**config.mk**
```make
export PLATFORM = sky130hd
export DESIGN_NAME = in_channel_feeder
export DESIGN_NICKNAME = d
export VERILOG_FILES = /design/src/rtl/in_channel_pkg.sv /design/src/rtl/circ_buffer.sv /design/src/rtl/in_channel_feeder.sv
export SDC_FILE = /design/constraint.sdc
export NUM_CORES = 1
export LEC_CHECK = 0
export BUFFER_PORTS_ARGS = -buffer_cell sky130_fd_sc_hd__buf_2
export CAP_MARGIN = 20
export CORE_UTILIZATION = 45
export DETAILED_ROUTE_END_ITERATION = 8
export GPL_ROUTABILITY_DRIVEN = 1
export HOLD_SLACK_MARGIN = 0.03
export PLACE_DENSITY_LB_ADDON = 0.12
export SETUP_SLACK_MARGIN = 0.5
export SYNTH_ARGS = -nofsm -noshare
export SYNTH_HDL_FRONTEND = slang
export SYNTH_SLANG_ARGS = --single-unit
```
**constraint.sdc**
```tcl
create_clock -name clock -period 3.3 [get_ports clock]
set_input_delay 0.66 -clock clock [delete_from_list [all_inputs] [get_ports clock]]
set_output_delay 0.66 -clock clock [all_outputs]
set_load 0.01 [all_outputs]
```
**src/rtl/in_channel_pkg.sv**
```systemverilog
// Shared definitions for the program input channel: lifecycle states and the
// default channel word width used by the feeder and the execution block.
package in_channel_pkg;

  localparam int MemElemWidthDefault = 12;

  typedef enum logic [1:0] {
    ST_OPEN    = 2'd0,
    ST_SEALED  = 2'd1,
    ST_DRAINED = 2'd2
  } chan_state_e;

endpackage

```
**src/rtl/circ_buffer.sv**
```systemverilog
// Circular word buffer with push/pop ports, occupancy count and full/empty flags.
// Push while full and pop while empty are ignored.
module circ_buffer #(
  parameter  int Width = 12,
  parameter  int Depth = 8,
  localparam int PtrW  = $clog2(Depth)
) (
  input  logic              clock,
  input  logic              resetN,
  input  logic              push,
  input  logic [Width-1:0]  pushData,
  input  logic              pop,
  output logic [Width-1:0]  popData,
  output logic              full,
  output logic              empty,
  output logic [PtrW:0]     count
);

  logic [Width-1:0] mem_q [Depth];
  logic [PtrW-1:0]  wrPtr_q, rdPtr_q;
  logic [PtrW:0]    count_q, count_d;
  logic             pushEn_s, popEn_s;

  assign full     = (count_q == (PtrW+1)'(Depth));
  assign empty    = (count_q == (PtrW+1)'(0));
  assign count    = count_q;
  assign popData  = mem_q[rdPtr_q];
  assign pushEn_s = push && !full;
  assign popEn_s  = pop && !empty;

  // Occupancy after this cycle's accepted push and pop.
  always_comb begin
    count_d = count_q;
    if (pushEn_s && !popEn_s) begin
      count_d = count_q + (PtrW+1)'(1);
    end else if (popEn_s && !pushEn_s) begin
      count_d = count_q - (PtrW+1)'(1);
    end else begin
      count_d = count_q;
    end
  end

  // Pointers and count; power-of-two depth makes the pointer wrap free.
  always_ff @(posedge clock or negedge resetN) begin
    if (!resetN) begin
      wrPtr_q <= PtrW'(0);
      rdPtr_q <= PtrW'(0);
      count_q <= (PtrW+1)'(0);
    end else begin
      if (pushEn_s) wrPtr_q <= wrPtr_q + PtrW'(1);
      if (popEn_s)  rdPtr_q <= rdPtr_q + PtrW'(1);
      count_q <= count_d;
    end
  end

  // Storage needs no reset: a zero count makes stale words unreachable.
  always_ff @(posedge clock) begin
    if (pushEn_s) mem_q[wrPtr_q] <= pushData;
  end

endmodule

```
**src/rtl/in_channel_feeder.sv**
```systemverilog
// Host-facing end of the program input channel: buffers host words, answers the
// program's inSize/in requests one cycle later and tracks open/sealed/drained.
module in_channel_feeder
  import in_channel_pkg::*;
#(
  parameter  int MemoryElementWidth = MemElemWidthDefault,
  parameter  int NIn                = 8,
  localparam int PtrW               = $clog2(NIn)
) (
  input  logic                          clock,
  input  logic                          resetN,
  input  logic                          loadValid,
  input  logic [MemoryElementWidth-1:0] loadData,
  input  logic                          loadLast,
  output logic                          loadReady,
  input  logic                          sizeReq,
  output logic                          sizeValid,
  output logic [MemoryElementWidth-1:0] sizeData,
  input  logic                          readReq,
  output logic                          readValid,
  output logic                          readHit,
  output logic [MemoryElementWidth-1:0] readData,
  output logic                          sealed,
  output logic                          drained
);

  chan_state_e                   state_q;
  logic                          full_s, empty_s, pushEn_s, popEn_s;
  logic [PtrW:0]                 count_s;
  logic [MemoryElementWidth-1:0] popData_s;
  logic                          sizeValid_q, readValid_q, readHit_q, sealed_q, drained_q;
  logic [MemoryElementWidth-1:0] sizeData_q, readData_q;

  assign loadReady = (state_q == ST_OPEN) && !full_s;
  assign pushEn_s  = loadValid && loadReady;
  assign popEn_s   = readReq && !empty_s;

  circ_buffer #(
    .Width (MemoryElementWidth),
    .Depth (NIn)
  ) u_buf (
    .clock    (clock),
    .resetN   (resetN),
    .push     (pushEn_s),
    .pushData (loadData),
    .pop      (popEn_s),
    .popData  (popData_s),
    .full     (full_s),
    .empty    (empty_s),
    .count    (count_s)
  );

  // Lifecycle FSM plus the registered program-side responses.
  always_ff @(posedge clock or negedge resetN) begin
    if (!resetN) begin
      state_q     <= ST_OPEN;
      sealed_q    <= 1'b0;
      drained_q   <= 1'b0;
      sizeValid_q <= 1'b0;
      sizeData_q  <= MemoryElementWidth'(0);
      readValid_q <= 1'b0;
      readHit_q   <= 1'b0;
      readData_q  <= MemoryElementWidth'(0);
    end else begin
      sizeValid_q <= sizeReq;
      if (sizeReq) sizeData_q <= MemoryElementWidth'(count_s);
      readValid_q <= readReq;
      readHit_q   <= popEn_s;
      if (popEn_s) readData_q <= popData_s;
      case (state_q)
        ST_OPEN: begin
          if (pushEn_s && loadLast) begin
            state_q  <= ST_SEALED;
            sealed_q <= 1'b1;
          end
        end
        // Nothing can be pushed once sealed, so the count only falls.
        ST_SEALED: begin
          if (empty_s || (popEn_s && count_s == (PtrW+1)'(1))) begin
            state_q   <= ST_DRAINED;
            drained_q <= 1'b1;
          end
        end
        ST_DRAINED: begin
          state_q <= ST_DRAINED;
        end
        default: begin
          state_q   <= ST_OPEN;
          sealed_q  <= 1'b0;
          drained_q <= 1'b0;
        end
      endcase
    end
  end

  assign sizeValid = sizeValid_q;
  assign sizeData  = sizeData_q;
  assign readValid = readValid_q;
  assign readHit   = readHit_q;
  assign readData  = readData_q;
  assign sealed    = sealed_q;
  assign drained   = drained_q;

endmodule

```
==> impl_metrics.csv, run 1 <==
group,metric,value,unit
critical_path,cp-start-kind,"flop",
clock_tree,h-tree-depth,4,
cells_and_area,layout.nets,417,
worst_hold_path,hold_class,"in -> async",
critical_path,slowest_stage,"nor2_1",
grt,grt_max_degree,34,
logic_synthesis,synth_seq_area_share,71.2,%
logic_synthesis,ys.flop_type,"edfxtp_1",
pwr,max-vdd-ir-drop,0.000711,V
logic_synthesis,synth_edf_count,96,
drt,routed_wl,10100,µm
die,fp-row-count,38,
critical_path,critical_path_class,"reg -> reg",
logic_synthesis,yosys.area.top_type,"edfxtp_1",
drt,via_per_inst,5.27,
critical_path,crit_path_cell_trace,"inv_1, ha_1, nand3b_1, nand3_1, inv_2, nand2b_2, nor2_1, buf_4",
clock_tree,cts_resized,0,
clock_tree,worstSkewPairLatency,0.41,ns
clock_tree,cts_num_sinks,129,
placed_design,placedInstanceArea,0.00558,mm²
grt,track_usage,19.1,%
critical_path,worst-r2r-setup-slack,0.81,ns
drt,num_vias,2859,
die,die_height,110,µm
critical_path,arrival,2.60,ns
logic_synthesis,synth.area.top_cells,"edfxtp_1, dfrtp_1, mux2i_1",
logic_synthesis,synth.top_cell.area_share,55.3,%
clock_tree,path_clk_slew,0.06,ns
sta,final.setup_skew,0.00899,ns
logic_synthesis,syn_area_per_cell,15.6,µm²
pwr,power_density,914,mW/mm²
sta,max_freq,0.402,GHz
run,drv_cap,0,
drt,avgRoutedWirePerCell,18.6,µm
critical_path,crit_fanout,7,
grt,antenna_found_initial,0,
die,ios,48,
pwr,p_int,3870,µW
sta,hold_viol_final,0,
grt,grt-ovfl-total,0,
status,status,"completed",
critical_path,critPathRequiredTime,3.42,ns
sta,relSlewSlack,27.5,%
pwr,p_sw_share,31.2,%
pwr,p_seq_share,41.5,%
grt,grt_pass1_vias,2798,
sta,setup_viol,0,
critical_path,rr_endpoint,"u_buf.mem_q[2][10]",
logic_synthesis,synthesis.area,0.00521,mm²
drt,ant_nets,0,
sta,slew_viol_final,0,
pwr,clkPwrFrac,31.6,%
sta,period_share,75.4,%
clock_tree,post_cts_buffers,0,
clock_tree,numCtsBuffers,17,
die,die-area,0.0120,mm²
sta,tightest_slew,1.09,ns
grt,grt_pass1_wl,15700,µm
die,die_x,110,µm
clock_tree,cts_buffer_depth,2,
placed_design,hpwlAfterDp,6730,µm
critical_path,r2r.worst_path.cells,8,
clock_tree,cts_hold_buf,0,
die,start_util,47.0,%
cells_and_area,final_common_cell,"edfxtp_1",
logic_synthesis,synthArstFlopShare,25.6,%
cells_and_area,layout_common_cells,"edfxtp_1, mux2i_1, buf_2, dfrtp_1, a22oi_1",
sta,rsz0062_at_grt,"false",
die,coreArea,0.0111,mm²
pwr,switchingPower,1750,µW
clock_tree,root_buffer,"clkbuf_16",
drt,drt-pass1-iter-count,4,
sta,holdWs,0.340,ns
clock_tree,cts_tree,"done",
critical_path,end_kind,"flop",
cells_and_area,num_antenna_cells,0,
critical_path,slowest_delay,0.54,ns
placed_design,portBuffers,39,
pwr,power_leakage,0.00246,µW
logic_synthesis,postSynthCellCount,334,
cells_and_area,area.growth.synth_to_final,18.0,%
drt,drt-initial-drc-count,192,
pwr,pwr-share-comb,26.9,%
cells_and_area,fin_util,55.5,%
sta,layout_min_cycle_time,2.49,ns
cells_and_area,final_area,0.00615,mm²
logic_synthesis,ys_types,34,
logic_synthesis,ys_warn_count,0,
drt,drc,0,
placed_design,routabilityCongestion,0.781,
sta,setup-tns-final,0,ns
cells_and_area,drive_gt1_share,23.3,%
logic_synthesis,ys_seq_elements,129,
critical_path,r2r-start,"u_buf.count[0]",
==> power groups by stage <==
| stage | Combinational [µW] | Clock, µW | Sequential [µW] |
|---|---|---|---|
| detailed placement | 1540 | 0 | 2360 |
| finish | 1510 | 1770 | 2330 |
| floorplan | 1110 | 0 | 2300 |
| CTS | 1540 | 1820 | 2330 |
| global route | 1690 | 1880 | 2380 |
| global placement | 1510 | 0 | 2350 |
==> stage by stage <==
| stage | power (µW) | std cells | setup slack, ns |
|---|---|---|---|
| after CTS | 5690 | 543 | 0.754 |
| after floorplan | 3400 | 341 | 0.845 |
| after global placement | 3860 | 511 | 0.817 |
| after global routing | 5940 | 543 | 0.549 |
| final | 5620 | 543 | 0.813 |
| after detailed placement | 3900 | 511 | 0.778 |
==> how the worst max path moves through the flow <==
stage	start	endpoint	slack (ns)	cells after the start
CTS	u_buf.count[0]	u_buf.mem_q[3][10]	0.75	8
detailed placement	u_buf.count[0]	u_buf.mem_q[3][3]	0.78	8
global route	u_buf.count[0]	u_buf.mem_q[2][10]	0.55	8
floorplan	u_buf.count[0]	u_buf.mem_q[1][0]	0.84	7
finish	u_buf.count[0]	u_buf.mem_q[2][10]	0.81	8
global placement	u_buf.count[0]	u_buf.mem_q[3][3]	0.82	8
==> critical path, delay by kind of cell (launching register included) <==
| kind | cells | cell delay [ns] |
|---|---|---|
| simple gates | 4 | 0.98 |
| buf+inv | 3 | 0.51 |
| flops | 1 | 0.45 |
| fa+ha+maj | 1 | 0.25 |
==> area by class of cell <==
type / count / area [µm²]
clock inverters: 9 / 110
clock buffers: 23 / 458
flip-flops and latches: 129 / 3710
fillers: 916 / 4930
repair buffers: 51 / 298
inverters: 18 / 67.6
multi-input cells: 173 / 1330
well taps: 140 / 175
==> state kept, by name, summed over array words and instances, names as in the netlist <==
name           cells
u_buf.mem_q       96
readData          12
sizeData           4
u_buf.count        4
u_buf.rdPtr_q      3
u_buf.wrPtr_q      3
state_q            2
drained            1
readHit            1
readValid          1
sealed             1
sizeValid          1
==> cell families (layout without fill, tap and decap cells) <==
family,count (synthesis),in the layout,synth area share (%)
buffers and inverters,39,101,4.06
XOR/XNOR,7,7,1.18
flip-flops,129,129,71.2
adder cells (fa/ha/maj),9,9,2.16
AO/OA/AOI/OAI,44,44,5.67
multiplexers,56,56,10.9
AND/OR/NAND/NOR,49,49,4.73
other,1,8,0.0720
==> layer usage <==
| layer | global-route usage [%] | wire length (µm) |
|---|---|---|
| met1 | 24.8 | 4670 |
| met2 | 30.0 | 4850 |
| met3 | 6.22 | 437 |
| met4 | 7.14 | 116 |
| met5 | 0 | 0 |
==> synth_stat cells, types with 2 or more instances <==
library cell and number:
nand2b_1 2, and2_1 2, a22oi_1 24, mux2i_1 49
edfxtp_1 96, xnor2_1 3, clkbuf_1 4, nand2_1 10
nor2_1 10, a21oi_1 3, dfrtp_1 33, inv_1 17
buf_4 11, nand3b_1 2, xor2_1 4, mux2_2 7
ha_1 9, buf_2 4, nand3_1 14, nor2b_1 2
nor3_1 3, o21ai_0 13
Note: power is estimated with default switching activity, not from simulation.
==> inputs of run 2 (changes only) <==
==> constraint.sdc (replaced) <==
create_clock -name clock -period 2 [get_ports clock]
set_input_delay 0.4 -clock clock [delete_from_list [all_inputs] [get_ports clock]]
set_output_delay 0.4 -clock clock [all_outputs]
set_load 0.01 [all_outputs]
==> run 2 against run 1 <==
Wire length increased by 2.6%. Maximum frequency increased by 32%. Via count increased by 2.0%. Cell count increased by 3.7%. Critical path depth increased by 1. Clock skew increased by 0.0015 ns. Non-clock buffer count increased by 20. Sequential share of layout area decreased by 4.4 points. Power increased by 80%. Die area unchanged. Combinational power increased by 120%. Global-route usage decreased by 0.22 points. Largest cell class unchanged. Largest power group unchanged.
==> impl_metrics.csv, run 2 (synthesized netlist as in run 1, its figures left out) <==
group,metric,value,unit
drt,dr.max_layer_used,"met4",
drt,wl_met3,432,µm
critical_path,rr_endpoint,"u_buf.count[3]",
die,fp-row-count,38,
cells_and_area,layout_common_cells,"edfxtp_1, mux2i_1, buf_2, dfrtp_1, a22oi_1",
pwr,power_leakage,0.00264,µW
status,status,"completed",
sta,final.setup_skew,0.0105,ns
drt,avgRoutedWirePerCell,18.4,µm
grt,track_usage,18.9,%
cells_and_area,final_common_cell,"edfxtp_1",
drt,wl_met2,4830,µm
sta,layout_min_cycle_time,1.89,ns
critical_path,end_kind,"flop",
drt,via_per_inst,5.18,
placed_design,portBuffers,39,
drt,num_vias,2917,
cells_and_area,num_antenna_cells,0,
placed_design,hpwlAfterDp,6320,µm
critical_path,startpoint,"u_buf.count[1]",
drt,routed_wl,10300,µm
run,drv_cap,0,
drt,drt-initial-drc-count,161,
drt,drt-pass1-iter-count,4,
drt,ant_nets,0,
clock_tree,root_buffer,"clkbuf_16",
placed_design,routabilityCongestion,0.708,
grt,grt_pass1_wl,15600,µm
critical_path,critPathRequiredTime,2.33,ns
die,coreArea,0.0111,mm²
clock_tree,h-tree-depth,4,
grt,grt-ovfl-total,0,
critical_path,arrival,2.22,ns
clock_tree,cts_tree,"done",
critical_path,crit_fanout,4,
cells_and_area,final_area,0.00663,mm²
sta,max_freq,0.530,GHz
sta,setup_viol,0,
clock_tree,worstSkewPairLatency,0.41,ns
placed_design,place_ws,0.0771,ns
drt,drc,0,
critical_path,r2r.worst_path.cells,9,
cells_and_area,area.growth.synth_to_final,27.4,%
sta,hold_viol_final,0,
critical_path,endpoint,"u_buf.count[3]",
grt,antenna_found_initial,0,
worst_hold_path,hold_class,"in -> reg",
die,ios,48,
cells_and_area,top_register,"u_buf.mem_q",
die,die_x,110,µm
sta,period_share,94.3,%
sta,slew_viol_final,0,
cells_and_area,layout.nets,437,
critical_path,r2r-start,"u_buf.count[1]",
cells_and_area,drive_gt1_share,33.1,%
clock_tree,cts_num_sinks,129,
die,die-area,0.0120,mm²
placed_design,placedInstanceArea,0.00585,mm²
pwr,power_density,1520,mW/mm²
sta,rsz0062_at_grt,"true",
clock_tree,path_clk_slew,0.05,ns
sta,finalWorstSetupSlack,0.114,ns
drt,met1Wirelength,4960,µm
die,die_height,110,µm
cells_and_area,fin_util,59.9,%
clock_tree,numCtsBuffers,17,
sta,setup-tns-final,0,ns
cells_and_area,largest_reg_flops,96,
grt,grt_pass1_vias,2779,
critical_path,critical_path_class,"reg -> reg",
pwr,max-vdd-ir-drop,0.00110,V
worst_hold_path,hold_start,"readReq",
grt,grt_max_degree,43,
die,start_util,47.0,%
critical_path,worst-r2r-setup-slack,0.11,ns
critical_path,cp-start-kind,"flop",
pwr,total_power,10100,µW
clock_tree,cts_buffer_depth,2,
[run 2: cell types whose count changed in the layout (fill, tap and decap cells not counted), sizes merged]
cell and change:
buf +19, bufinv +1, clkbuf -3, clkinv +1
clkinvlp +1, dlygate4sd3 +1
[run 2: cell type report]
type                       instances  area (µm²)
timing repair buffer              71         573
clock buffer                      20         447
tap                              140         175
multi-input combinational        173        1520
clock inverter                    12         141
inverter                          18        70.1
fill                             866        4440
sequential                       129        3710
[run 2: how the worst min path moves through the flow]
stage              endpoint  cells after the start
2_1_floorplan       drained                      0
4_1_cts           readValid                      1
3_5_place_dp   readData[11]                      1
5_1_grt           readValid                      1
6_report          readValid                      1
3_3_place_gp    readData[2]                      1
[run 2: per-stage QoR]
| step | hold slack, ns | cells |
|---|---|---|
| floorplan | 0.104 | 341 |
| CTS | 0.103 | 562 |
| global placement | 0.325 | 524 |
| finish | 0.121 | 563 |
| detailed placement | 0.331 | 524 |
| global route | 0.105 | 563 |
[run 2: power by group]
part           total, µW  internal [µW]  switching (µW)  leakage, µW
clock network       3040           1980            1070     0.000287
logic               3330           1540            1790      0.00109
registers           3730           3410             311      0.00126
[run 2: worst max-delay path, stage by stage, from the launching register on]
cell and delay (ns):
dfrtp_1 0.39, inv_2 0.08, ha_4 0.15, nand3b_1 0.14
nand3_2 0.14, inv_4 0.05, ha_4 0.15, or4_4 0.41
a21oi_2 0.14, xor2_1 0.15
[run 2: timing repair]
action / 4_1_cts / 5_1_grt
setup endpoints to repair: 118 / 120
gates resized for setup: 24 / 12
setup buffers: 5 / 1
hold endpoints to repair: 10 / 0
pin swaps: 9 / 9
hold buffers: 1 / 0
[run 2: metal layers]
metal,up-vias,global-route usage (%)
li1,1382,-
met1,1450,26.3
met2,77,27.7
met3,8,5.75
met4,0,7.43
met5,-,0
==> inputs of run 3 (changes only) <==
--- a/config.mk
+++ b/config.mk
@@ -15,4 +15,6 @@
 export SETUP_SLACK_MARGIN = 0.5
 export SYNTH_ARGS = -nofsm -noshare
 export SYNTH_HDL_FRONTEND = slang
+export SYNTH_HIERARCHICAL = 1
 export SYNTH_SLANG_ARGS = --single-unit
+export TNS_END_PERCENT = 30
==> run 3 against run 2 <==
The run now ends with DRC, setup timing left. Sequential cell count did not move. Setup slack got worse by 0.60 ns. Critical path depth rose by 1. Hold slack improved by 0.046 ns. Power fell by 38%. Cell count fell by 4.3%. Core utilization rose by 1.8 points. Final area rose by 7.0%. Sequential share of layout area fell by 3.6 points. Clock power rose by 9.5%. Clock skew fell by 0.0055 ns. Synthesized cell count fell by 17%. Highest routed layer unchanged.
==> impl_metrics.csv, run 3 <==
group,metric,value,unit
placed_design,portBuffers,39,
placed_design,hpwlAfterDp,6370,µm
pwr,power_density,886,mW/mm²
sta,finalWorstSetupSlack,-0.490,ns
sta,slew_viol_final,0,
clock_tree,path_clk_slew,0.05,ns
sta,hold_viol_final,0,
critical_path,critPathRequiredTime,2.29,ns
cells_and_area,drive_gt1_share,54.5,%
critical_path,critical_path_class,"reg -> reg",
drt,avgRoutedWirePerCell,19.4,µm
clock_tree,numCtsBuffers,17,
drt,via_per_inst,5.27,
grt,grt_max_degree,25,
critical_path,slowest_stage,"or4b_4",
grt,grt_pass1_wl,17100,µm
cells_and_area,layout_common_cells,"edfxtp_1, buf_2, dfrtp_1, buf_4, mux2_4",
cells_and_area,multi_input_area,0.00172,mm²
clock_tree,root_buffer,"clkbuf_16",
die,fp-row-count,39,
pwr,clkPwrFrac,53.0,%
sta,setup_viol,91,
sta,holdWs,0.167,ns
status,violations,"DRC, setup timing",
placed_design,place_ws,-0.570,ns
sta,period_share,125,%
cells_and_area,area.growth.synth_to_final,32.0,%
logic_synthesis,synthesis.area,0.00538,mm²
grt,antenna_found_initial,0,
logic_synthesis,synth.area.top_cells,"edfxtp_1, dfrtp_1, mux4_1",
sta,max_freq,0.402,GHz
critical_path,cpMostUsedCell,"inv_2",
cells_and_area,layout.nets,410,
sta,rsz0062_at_grt,"true",
logic_synthesis,synth.most_common_cell,"edfxtp_1",
drt,routed_wl,10500,µm
sta,layout_min_cycle_time,2.49,ns
pwr,p_seq_share,45.8,%
die,start_util,46.7,%
logic_synthesis,postSynthCellCount,277,
critical_path,end_kind,"flop",
logic_synthesis,synth.top_cell.area_share,53.6,%
clock_tree,h-tree-depth,4,
critical_path,crit_path_cell_trace,"or4b_4, inv_2, and3b_2, nand2_2, inv_2, ha_4, inv_4, buf_4, fa_2, mux2_4",
drt,drt-initial-drc-count,117,
die,coreArea,0.0115,mm²
sta,tightest_slew,0.574,ns
clock_tree,cts_num_sinks,129,
cells_and_area,num_antenna_cells,0,
critical_path,crit_fanout,3,
die,die_x,111,µm
pwr,pwr-share-comb,1.2,%
run,drv_cap,0,
placed_design,placedInstanceArea,0.00611,mm²
sta,relSlewSlack,61.7,%
logic_synthesis,synth_edf_count,96,
cells_and_area,largest_reg_flops,96,
logic_synthesis,ys_seq_elements,129,
die,die-area,0.0124,mm²
drt,num_vias,2839,
drt,drt-pass1-iter-count,9,
logic_synthesis,ys_types,42,
placed_design,routabilityCongestion,0.691,
drt,drc,12,
logic_synthesis,ys_warn_count,6,
cells_and_area,top_register,"u_buf/mem_q",
pwr,switchingPower,1120,µW
drt,ant_nets,0,
logic_synthesis,synth_common_cells,"edfxtp_1, dfrtp_1, mux2_2, mux4_1, nor2_1",
critical_path,cp-start-kind,"flop",
critical_path,slowest_delay,0.55,ns
status,status,"complete, but fails checks",
pwr,p_int,5170,µW
cells_and_area,seq_area,0.00371,mm²
critical_path,arrival,2.78,ns
cells_and_area,final_common_cell,"edfxtp_1",
pwr,max-vdd-ir-drop,0.000729,V
sta,final.setup_skew,0.00492,ns
cells_and_area,fillers,835,
logic_synthesis,yosys.area.top_type,"edfxtp_1",
logic_synthesis,synthArstFlopShare,25.6,%
logic_synthesis,syn_area_per_cell,19.4,µm²
die,ios,48,
clock_tree,cts_buffer_depth,2,
logic_synthesis,synth_seq_area_share,69.0,%
grt,grt_pass1_vias,3028,
pwr,power_leakage,0.00274,µW
die,die_height,111,µm
clock_tree,cts_tree,"done",
cells_and_area,final_area,0.00710,mm²
logic_synthesis,ys.flop_type,"edfxtp_1",
grt,track_usage,19.0,%
worst_hold_path,hold_class,"in -> reg",
pwr,p_sw_share,17.8,%
grt,grt-ovfl-total,0,
clock_tree,worstSkewPairLatency,0.41,ns
run 3: cell types whose count changed after synthesis, sizes merged, moves of 3 or more:
cell,delta
o21ai,-12
nand3,-8
mux4,+24
a22oi,-24
inv,-11
xor2,-3
buf,-3
nand2,-6
o211ai,+3
mux2i,-48
mux2,+25
run 3: cell type report:
class | count | share of cell area, %
Tap cell | 143 | 2.52
Clock inverter | 11 | 2.59
Clock buffer | 21 | 6.49
Sequential cell | 129 | 52.3
Timing Repair Buffer | 97 | 11.5
Multi-Input combinational cell | 131 | 24.2
Inverter | 7 | 0.405
run 3: path summary, 6_finish.rpt:
path	from	end	slack, ns	depth (start not counted)
hold / removal	sizeReq	sizeValid	0.17	1
setup reg to reg	u_buf/count[0]	u_buf/count[1]	-0.49	10
max in group asynchronous	resetN	readData[5]	0.92	3
hold reg to reg	sizeData[3]	sizeData[3]	0.50	1
min in group asynchronous	resetN	state_q[0]	0.52	2
setup / recovery	u_buf/count[0]	u_buf/count[1]	-0.49	10
run 3: per-layer routing:
metal	up-vias	GRT usage (%)	share of wire [%]
met5	-	0	0
met4	0	7.03	1.2
met3	9	5.47	3.9
met2	59	29.6	49
met1	1468	25.6	46
li1	1303	-	-
run 3: cells by family (layout without fill, tap and decap cells):
group	after synthesis	after routing	share of synthesized area, %
buf+inv	24	136	2.82
fa+ha+maj	9	9	2.23
other cells	1	8	0.0697
mux	57	57	18.4
compound gates	14	14	2.28
simple gates	37	37	4.24
xor+xnor	6	6	0.977
flops	129	129	69.0
run 3: stage by stage:
stage               std cells  utilization (%)  setup TNS (ns)  total power, µW
floorplan                 284                -          -13.30             2960
global placement          492             53.0          -14.52             3010
detailed placement        492             53.0          -14.16             3010
CTS                       534             60.3           -6.25             6360
global route              539             61.6          -19.20             6500
finish                    539             61.6          -13.28             6290
run 3: power by group through the flow:
stage	Clock (µW)	Sequential, µW	Combinational, µW
CTS	3400	2880	77.3
global placement	0	2940	70.8
floorplan	0	2940	21.2
finish	3330	2880	74.1
detailed placement	0	2940	75.5
global route	3530	2880	85.8
run 3: worst max-delay path, delay by kind of cell (launching register included):
family,cells,cell delay [ns]
buffers and inverters,4,0.29
adder cells (fa/ha/maj),2,0.57
flip-flops,1,0.40
multiplexers,1,0.28
AND/OR/NAND/NOR,3,0.84
run 3: what timing repair did:
| action | 4_1_cts | 5_1_grt |
|---|---|---|
| hold buffers | 1 | 0 |
| buffers inserted | 9 | 4 |
| gates cloned | 0 | 1 |
| resized for setup | 66 | 26 |
| setup endpoints to repair | 123 | 123 |
| hold endpoints to repair | 22 | 0 |
| pin swaps | 13 | 13 |
